**config.mk**
```make
export PLATFORM = sky130hd
export DESIGN_NAME = apb_ucpd_tx_sched
export DESIGN_NICKNAME = d
export VERILOG_FILES = /design/src/rtl/apb_ucpd_tx_sched.sv
export SDC_FILE = /design/constraint.sdc
export NUM_CORES = 1
export LEC_CHECK = 0
export CORE_MARGIN = 2
export CORE_UTILIZATION = 40
export CTS_CLUSTER_DIAMETER = 120
export CTS_CLUSTER_SIZE = 10
export DETAILED_ROUTE_END_ITERATION = 10
export GPL_TIMING_DRIVEN = 0
export PLACE_DENSITY = 0.72
export SYNTH_ARGS = -nofsm -noshare
export SYNTH_HDL_FRONTEND = slang
export SYNTH_SLANG_ARGS = --single-unit
```
**constraint.sdc**
```tcl
create_clock -name ic_clk -period 2.3 [get_ports ic_clk]
set_input_delay 0.46 -clock ic_clk [delete_from_list [all_inputs] [get_ports ic_clk]]
set_output_delay 0.46 -clock ic_clk [all_outputs]
set_load 0.01 [all_outputs]
```
**src/rtl/apb_ucpd_tx_sched.sv**
```systemverilog
// apb_ucpd_tx_sched
// Schedules UCPD transmissions: latches SW message / Hard Reset requests,
// waits out the interframe gap on an idle bus, opens a one-cycle transmit
// window and then holds the transmit level until the TX FSM reports done.
// A watchdog bounds the time spent transmitting.
//
// Ports
//   ic_clk, ic_rst_n          clock, async active-low reset
//   ucpden                    peripheral enable, low = synchronous clear
//   txsend_req, txhrst_req    one-cycle SW requests (message / Hard Reset)
//   rx_idle, rx_active        receiver status: bus free / preamble seen
//   tx_done                   one-cycle pulse from the TX FSM on completion
//   ifrgap_cfg, tmo_cfg       gap length and watchdog limit (0 = off)
//   transwin_en, transmit_en, tx_hrst, tx_busy   registered levels
//   msg_sent, hrst_sent, msg_disc, req_drop, tx_tmo   registered pulses
//
// state    | meaning
// ---------+-----------------------------------------------------------
// IDLE     | nothing in flight, waiting for a pending flag
// GAP      | counting idle-bus cycles before the transmit window
// GRANT    | one-cycle transmit window, picks message or Hard Reset
// ACT_MSG  | message on the wire (may be aborted by a Hard Reset)
// ACT_HRST | Hard Reset on the wire
module apb_ucpd_tx_sched #(
    parameter int GAP_W = 9,
    parameter int TMO_W = 16
) (
    input  logic             ic_clk,
    input  logic             ic_rst_n,
    input  logic             ucpden,
    input  logic             txsend_req,
    input  logic             txhrst_req,
    input  logic             rx_idle,
    input  logic             rx_active,
    input  logic             tx_done,
    input  logic [GAP_W-1:0] ifrgap_cfg,
    input  logic [TMO_W-1:0] tmo_cfg,
    output logic             transwin_en,
    output logic             transmit_en,
    output logic             tx_hrst,
    output logic             tx_busy,
    output logic             msg_sent,
    output logic             hrst_sent,
    output logic             msg_disc,
    output logic             req_drop,
    output logic             tx_tmo
);

    typedef enum logic [2:0] {
        S_IDLE, S_GAP, S_GRANT, S_ACT_MSG, S_ACT_HRST
    } state_t;

    state_t           state_q, state_d;
    logic             msg_pend_q, msg_pend_d;
    logic             hrst_pend_q, hrst_pend_d;
    logic [GAP_W-1:0] gap_cnt_q, gap_cnt_d;
    logic [TMO_W-1:0] tmo_cnt_q, tmo_cnt_d;
    logic [8:0]       outs_q, outs_d;
    logic             msg_sent_d, hrst_sent_d, msg_disc_d, req_drop_d, tx_tmo_d;
    logic             tmo_hit, act_d;

    assign tmo_hit = (tmo_cfg != '0) && (tmo_cnt_q == tmo_cfg);

    always_comb begin
        state_d     = state_q;
        msg_pend_d  = msg_pend_q;
        hrst_pend_d = hrst_pend_q;
        gap_cnt_d   = gap_cnt_q;
        tmo_cnt_d   = '0;
        msg_sent_d  = 1'b0;
        hrst_sent_d = 1'b0;
        msg_disc_d  = 1'b0;
        req_drop_d  = 1'b0;
        tx_tmo_d    = 1'b0;
        act_d       = 1'b0;
        outs_d      = '0;

        // Requests. A simultaneous message request loses to the Hard Reset.
        if (txhrst_req) begin
            if (hrst_pend_q) req_drop_d  = 1'b1;
            else             hrst_pend_d = 1'b1;
        end
        if (txsend_req) begin
            if (txhrst_req)
                msg_disc_d = 1'b1;
            else if (msg_pend_q || state_q == S_ACT_HRST)
                req_drop_d = 1'b1;
            else
                msg_pend_d = 1'b1;
        end

        case (state_q)
            S_IDLE: begin
                if (msg_pend_q || hrst_pend_q) begin
                    state_d   = S_GAP;
                    gap_cnt_d = '0;
                end
            end
            S_GAP: begin
                // A colliding preamble only cancels a plain message.
                if (rx_active && msg_pend_q && !hrst_pend_q) begin
                    msg_pend_d = 1'b0;
                    msg_disc_d = 1'b1;
                    state_d    = S_IDLE;
                end else if (rx_idle) begin
                    if (gap_cnt_q == ifrgap_cfg)
                        state_d = S_GRANT;
                    else if (gap_cnt_q != '1)
                        gap_cnt_d = gap_cnt_q + 1'b1;
                end else begin
                    gap_cnt_d = '0;
                end
            end
            S_GRANT: begin
                state_d = hrst_pend_q ? S_ACT_HRST : S_ACT_MSG;
            end
            S_ACT_MSG: begin
                if (tx_done) begin
                    // Done with a Hard Reset pending means the message was aborted.
                    msg_pend_d = 1'b0;
                    if (hrst_pend_q) msg_disc_d = 1'b1;
                    else             msg_sent_d = 1'b1;
                    state_d = S_IDLE;
                end else if (tmo_hit) begin
                    msg_pend_d  = 1'b0;
                    hrst_pend_d = 1'b0;
                    tx_tmo_d    = 1'b1;
                    state_d     = S_IDLE;
                end
            end
            S_ACT_HRST: begin
                if (tx_done) begin
                    hrst_pend_d = 1'b0;
                    hrst_sent_d = 1'b1;
                    state_d     = S_IDLE;
                end else if (tmo_hit) begin
                    msg_pend_d  = 1'b0;
                    hrst_pend_d = 1'b0;
                    tx_tmo_d    = 1'b1;
                    state_d     = S_IDLE;
                end
            end
            default: state_d = S_IDLE;
        endcase

        // Counter value = number of cycles spent in the active state so far.
        if (state_d == S_ACT_MSG || state_d == S_ACT_HRST)
            tmo_cnt_d = (state_q == state_d && tmo_cnt_q != '1) ? tmo_cnt_q + 1'b1
                      : (state_q == state_d) ? tmo_cnt_q : TMO_W'(1);

        if (!ucpden) begin
            state_d     = S_IDLE;
            msg_pend_d  = 1'b0;
            hrst_pend_d = 1'b0;
            gap_cnt_d   = '0;
            tmo_cnt_d   = '0;
            msg_sent_d  = 1'b0;
            hrst_sent_d = 1'b0;
            msg_disc_d  = 1'b0;
            req_drop_d  = 1'b0;
            tx_tmo_d    = 1'b0;
        end

        // Levels are derived from the next state so they line up with state_q.
        act_d = (state_d == S_GRANT) || (state_d == S_ACT_MSG) || (state_d == S_ACT_HRST);
        outs_d = {
            state_d == S_GRANT,
            act_d && !hrst_pend_d && state_d != S_ACT_HRST,
            act_d && hrst_pend_d,
            state_d != S_IDLE,
            msg_sent_d, hrst_sent_d, msg_disc_d, req_drop_d, tx_tmo_d
        };
    end

    always_ff @(posedge ic_clk or negedge ic_rst_n) begin
        if (!ic_rst_n) begin
            state_q     <= S_IDLE;
            msg_pend_q  <= 1'b0;
            hrst_pend_q <= 1'b0;
            gap_cnt_q   <= '0;
            tmo_cnt_q   <= '0;
            outs_q      <= '0;
        end else begin
            state_q     <= state_d;
            msg_pend_q  <= msg_pend_d;
            hrst_pend_q <= hrst_pend_d;
            gap_cnt_q   <= gap_cnt_d;
            tmo_cnt_q   <= tmo_cnt_d;
            outs_q      <= outs_d;
        end
    end

    assign {transwin_en, transmit_en, tx_hrst, tx_busy,
            msg_sent, hrst_sent, msg_disc, req_drop, tx_tmo} = outs_q;

endmodule

```
# Word level (Yosys, flattened, before mapping)
# Index checks and enable logic that the tools add are counted.
[word_totals] ff_bits=39 in_bits=33 out_inout_bits=9 word_cells=107
[op_classes] add_sub_neg=2 eq_ne=21 muxes=59 n_reduce_logical=19
[op_table] cell="16-bit two-way mux" n=4
[op_table] cell="9-bit two-way mux" n=6
[op_table] cell="1-bit two-way mux" n=36
[op_table] cell="3-bit two-way mux" n=8
[op_table] cell="9-bit case mux with 2 select lines" n=1
[op_table] cell="16-bit by 1-bit adder with 16-bit output, second input constant" n=1
[op_table] cell="16-bit == test" n=1
[op_table] cell="16-bit inequality test, second input constant" n=1
[op_table] cell="16-bit nonzero test" n=1
[op_table] cell="3-bit by 2-bit == test with 1-bit output, second input constant" n=5
[op_table] cell="3-bit case mux with 4 select lines" n=1
[op_table] cell="9-bit by 1-bit adder with 9-bit output, second input constant" n=1
[op_table] cell="3-bit == test, second input constant" n=3
[op_table] cell="9-bit == test" n=1
[op_table] cell="3-bit inequality test, second input constant" n=3
[op_table] cell="9-bit inequality test, second input constant" n=1
[op_table] cell="4-bit inequality test, second input constant" n=2
[op_table] cell="1-bit logical AND" n=7
[op_table] cell="1-bit logical OR" n=5
[op_table] cell="5-bit AND reduction" n=1
[op_table] cell="4-bit by 3-bit inequality test with 1-bit output, second input constant" n=1
[op_table] cell="1-bit case mux with 2 select lines" n=2
[op_table] cell="3-bit by 1-bit == test with 1-bit output, second input constant" n=1
[op_table] cell="3-bit == test" n=1
[op_table] cell="other kinds (6)" n=7

# Logic depth before layout (Yosys ltp)
[logic_depth] word_depth=11 ltp_mapped=11 mapped_depth_nobuf=10

# Worst setup path before layout
# Ideal clock, no wire load.
[synth_timing] kind="register to register" start="reg gap_cnt_q[0]" end="reg gap_cnt_q[5]" setup_time_ns=0.083 arrival_time_ns=2.247 slack_ns=-0.030 path_stages_with_launch=12 period_less_slack_ns=2.330 cell_sequence="dfrtp_1 ha_1 and3_1 and3_1 and3_1 ha_1 nand3_1 nand3_1 or3_1 clkbuf_1 nand2b_1 o21ai_0"
[synth_via] elab_chain_len=7 word_cells_on_any_way=12 classes_between="add/sub: 1; eq/ne: 4; mux: 6; reduce/logical: 1"
[synth_rtl] item="start, declared" line="56" text="logic [GAP_W-1:0] gap_cnt_q, gap_cnt_d;"
[synth_rtl] item="start signal, assigned" line="187" text="gap_cnt_q <= gap_cnt_d;"
[synth_rtl] item="9-bit by 1-bit adder with 9-bit output" line="109" text="gap_cnt_d = gap_cnt_q + 1'b1;"
[synth_rtl] item="9-bit two-way mux" line="108" text="else if (gap_cnt_q != '1)"
[synth_rtl] item="9-bit two-way mux" line="106" text="if (gap_cnt_q == ifrgap_cfg)"
[synth_rtl] item="9-bit two-way mux" line="105" text="end else if (rx_idle) begin"
[synth_rtl] item="9-bit two-way mux" line="101" text="if (rx_active && msg_pend_q && !hrst_pend_q) begin"
[synth_rtl] item="9-bit case mux with 2 select lines" line="92" text="case (state_q)"
[synth_rtl] item="9-bit two-way mux" line="151" text="if (!ucpden) begin"
# Parallel ways exist; a longest one is shown, timed or not. The select of a mux whose other input is x is not followed.
# A chain may end at the register's enable or synchronous reset.

# Worst setup path in the final report
[layout_timing] start="in tmo_cfg[11]" end="reg tmo_cnt_q[4]"
[layout_via] elab_chain_len=10 word_cells_on_any_way=15 classes_between="eq/ne: 5; mux: 6; reduce/logical: 4"
[layout_rtl] item="start, declared" line="37" text="input logic [TMO_W-1:0] tmo_cfg,"
[layout_rtl] item="16-bit == test or 16-bit nonzero test (tied branches)" line="62" text="assign tmo_hit = (tmo_cfg != '0) && (tmo_cnt_q == tmo_cfg);"
[layout_rtl] item="1-bit logical AND *" line="62"
[layout_rtl] item="3-bit two-way mux *" line="124, 136"
[layout_rtl] item="3-bit two-way mux *" line="132" text="if (tx_done) begin"
[layout_rtl] item="3-bit case mux with 4 select lines *" line="92"
[layout_rtl] item="3-bit == test" line="148, 149"
[layout_rtl] item="1-bit logical AND" line="148" text="tmo_cnt_d = (state_q == state_d && tmo_cnt_q != '1) ? tmo_cnt_q + 1'b1"
[layout_rtl] item="16-bit two-way mux" line="148"
[layout_rtl] item="16-bit two-way mux" line="147" text="if (state_d == S_ACT_MSG || state_d == S_ACT_HRST)"
[layout_rtl] item="16-bit two-way mux" line="151"
[layout_rtl] item="end signal, assigned" line="188" text="tmo_cnt_q <= tmo_cnt_d;"
[layout_rtl] item="end, declared" line="57" text="logic [TMO_W-1:0] tmo_cnt_q, tmo_cnt_d;"
# Mark *: on every way between the ends. The rest lies on a longest branch, timed or not.

==> impl_metrics.py <==
metrics = {
    "clocking": {
        "postCtsHoldBufs": 0,
        "clk_path_buf_depth": 2,
        "cts_root_buf": "clkbuf_8",
        "clock_latency_ps": 290,
        "cts_tree": "built",
        "cts_num_sinks": 39,
        "cts_buffers": 5,
        "path_clk_slew_ps": 80,
        "htree_levels": 2,
    },
    "critical_path": {
        "critPathKind": "input port to flop",
        "slowest_stage": "clkdlybuf4s50_1",
        "critPathMaxFanout": 10,
        "cp_data_arrival_time_ps": 2430,
        "r2r_cells": 10,
        "critical_path_depth": 8,
        "end_kind": "flop",
        "cp_num_buf_inv": 2,
        "cp-start-kind": "input port",
        "cpPeakStageDelay_ps": 440,
        "cpLargestDelayFamily": "simple AND/OR/NAND/NOR gates",
        "crit_required_ps": 2480,
        "crit_chain": "clkdlybuf4s50_1 -> xor2_1 -> nor4_1 -> nand3_1 -> nor3_4 -> o31a_2 -> buf_6 -> nor3_2",
    },
    "global_routing": {
        "grt_pass1_vias": 2200,
        "grt_pass1_wl_microns": 9853,
        "grt_usage_pct": 16.91,
        "antenna_found_initial": 0,
        "grt_max_degree": 40,
        "gr-total-overflow": 0,
    },
    "floorplan": {
        "rows": 28,
        "die_area_sq_um": 6951,
        "ios": 42,
        "start_util_pct": 42.06,
        "core_sq_um": 5991,
        "die_h_microns": 83.37,
        "die_x_microns": 83.37,
    },
    "synthesis": {
        "yosysUniqueCellTypes": 54,
        "synth_nets": 309,
        "syn_avg_cell_area_sq_um": 9.230,
        "synth_cells": 273,
        "synth_area_sq_um": 2520,
        "synth_top_cell_by_area": "dfrtp_1",
        "ys_seq_elements": 39,
        "synth_edf_count": 0,
        "yosys_warnings": 0,
        "ys_async_sr_fraction_pct": 100.0,
        "netlist_top_cells_area": "dfrtp_1, xnor2_1, nor2_1",
        "synth-main-ff-cell": "dfrtp_1",
        "synth-seq-area-share_pct": 38.73,
        "yosysTopAreaCellShare_pct": 38.73,
    },
    "hold_path": {
        "holdCritPathClass": "input port to async pin",
    },
    "cells_and_area": {
        "final_cell_mix": "dfrtp_1, clkdlybuf4s50_1, nor2_1",
        "final_nets": 363,
        "layout_commonest_cell": "dfrtp_1",
        "diodes": 0,
        "drive_gt1_share_pct": 19.21,
        "area_delta_synth_final_pct": 29.69,
    },
    "timing": {
        "fin_crit_ps": 2245,
        "tns_ps": 0,
        "worst_slack_ps": 55.27,
        "finalCritPeriodShare_pct": 97.60,
        "fin_skew_ps": 5.136,
        "hold_violations": 0,
        "max_freq_mhz": 445.5,
        "max_slew_margin_pct": 42.34,
        "worst_pin_slew_ps": 864.9,
        "drv_slew": 0,
        "setup_viol": 0,
    },
    "route": {
        "antenna_left": 0,
        "drt_iter0_drc": 97,
        "post_drt_wl_per_cell_microns": 14.46,
        "wl_microns": 5828,
        "drt_first_pass_iters": 4,
        "vias": 2195,
        "route.detailed.drc": 0,
        "vias_per_cell": 5.447,
    },
    "power": {
        "power.combinational.fraction_pct": 14.7,
        "p_int_mw": 1.150,
        "p_leak_nw": 1.359,
        "swShare_pct": 23.79,
        "p_sw_uw": 359.0,
        "ir_drop_mv": 0.2732,
        "power_frac_seq_pct": 46.3,
        "power.total_mw": 1.509,
        "power_frac_clock_pct": 39.1,
        "p_per_area_nw_per_um2": 461.8,
    },
    "placed_design": {
        "port_buffers": 40,
        "gp_congestion": 0.8362,
        "pre_cts_ws_ps": -364.2,
        "dpl.hpwl_microns": 4213,
    },
    "flow_run": {
        "cap_violations": 0,
    },
    "status": {
        "status": "complete, no violations",
    },
}
[final timing paths]
| check | start | to | slack [ps] |
|---|---|---|---|
| setup / recovery | tmo_cfg[11] | tmo_cnt_q[4] | 60 |
| hold / removal | ic_rst_n | msg_pend_q | 280 |
| setup reg to reg | gap_cnt_q[1] | gap_cnt_q[5] | 70 |
| hold reg to reg | gap_cnt_q[7] | gap_cnt_q[7] | 530 |
| max in group asynchronous | ic_rst_n | tmo_cnt_q[1] | 1430 |
| min in group ic_clk | ucpden | outs_q[5] | 500 |
[worst reg2reg max path: cells and delay by family, from the launching register on]
family                     cells  cell delay, ps
and+or+nand+nor                7            1320
DFF                            1             390
adders and majority gates      2             350
AOI/OAI and AO/OA              1             120
[metal layers]
metal  vias up  global-route usage [%]  wire, microns
met2        48                   28.01           2764
met3         6                   3.777            239
met5         -                       0              0
met1      1051                   22.08           2761
li1       1090                       -              -
met4         0                   5.067             63
[synth_stat cells (all sizes together), types with 8 or more instances]
cell type,n
a21oi,11
and3,13
buf,10
dfrtp,39
nand2,16
nand2b,8
nand3,9
nor2,29
nor3,17
nor4,11
o21ai,18
xnor2,23
xor2,12
[logic make-up (layout without fill, tap and decap cells)]
group | after synthesis | after routing | synth area share (%)
adder cells (fa/ha/maj) | 3 | 3 | 1.490
multiplexers | 1 | 1 | 0.3972
buffers and inverters | 18 | 73 | 4.270
AND/OR/NAND/NOR | 129 | 129 | 30.59
flip-flops | 39 | 39 | 38.73
XOR/XNOR | 35 | 35 | 12.16
AO/OA/AOI/OAI | 48 | 48 | 12.36
[registers in the layout, summed over array words and instances, names as in the netlist]
signal	cells
state_q	3
tmo_cnt_q	16
hrst_pend_q	1
outs_q	9
gap_cnt_q	9
msg_pend_q	1
[cell type report]
class	instances	area, sq um
Fill cell	553	2723
Multi-Input combinational cell	216	1519
Sequential cell	39	977.2
Timing Repair Buffer	48	452.9
Tap cell	75	93.84
Buffer	13	92.59
Clock buffer	6	82.58
Clock inverter	2	35.03
Inverter	4	15.01
[power groups by stage]
stage / Sequential, mW / Clock, mW / Combinational (mW)
after floorplan: 0.714 / 0 / 0.105
after global placement: 0.713 / 0 / 0.213
after detailed placement: 0.713 / 0 / 0.214
after CTS: 0.698 / 0.604 / 0.218
after global routing: 0.699 / 0.631 / 0.243
final: 0.699 / 0.590 / 0.221
[stage by stage]
step                cells  instance area [sq um]  hold slack, ps  utilization, %
finish                403                   3268           281.2           54.55
global route          403                   3268           356.0           54.55
CTS                   401                   3186           315.0           53.17
detailed placement    388                   3013           509.6           50.29
global placement      388                   3018           506.9           50.38
floorplan             273                   2524           164.4               -
[what timing repair did]
action                                  CTS  global route
gates resized for setup                   9            18
endpoints found under the setup margin   20            20
pin swaps                                 6             4
buffers inserted                          6             2
No activity file was read; power rests on OpenSTA's default activity.
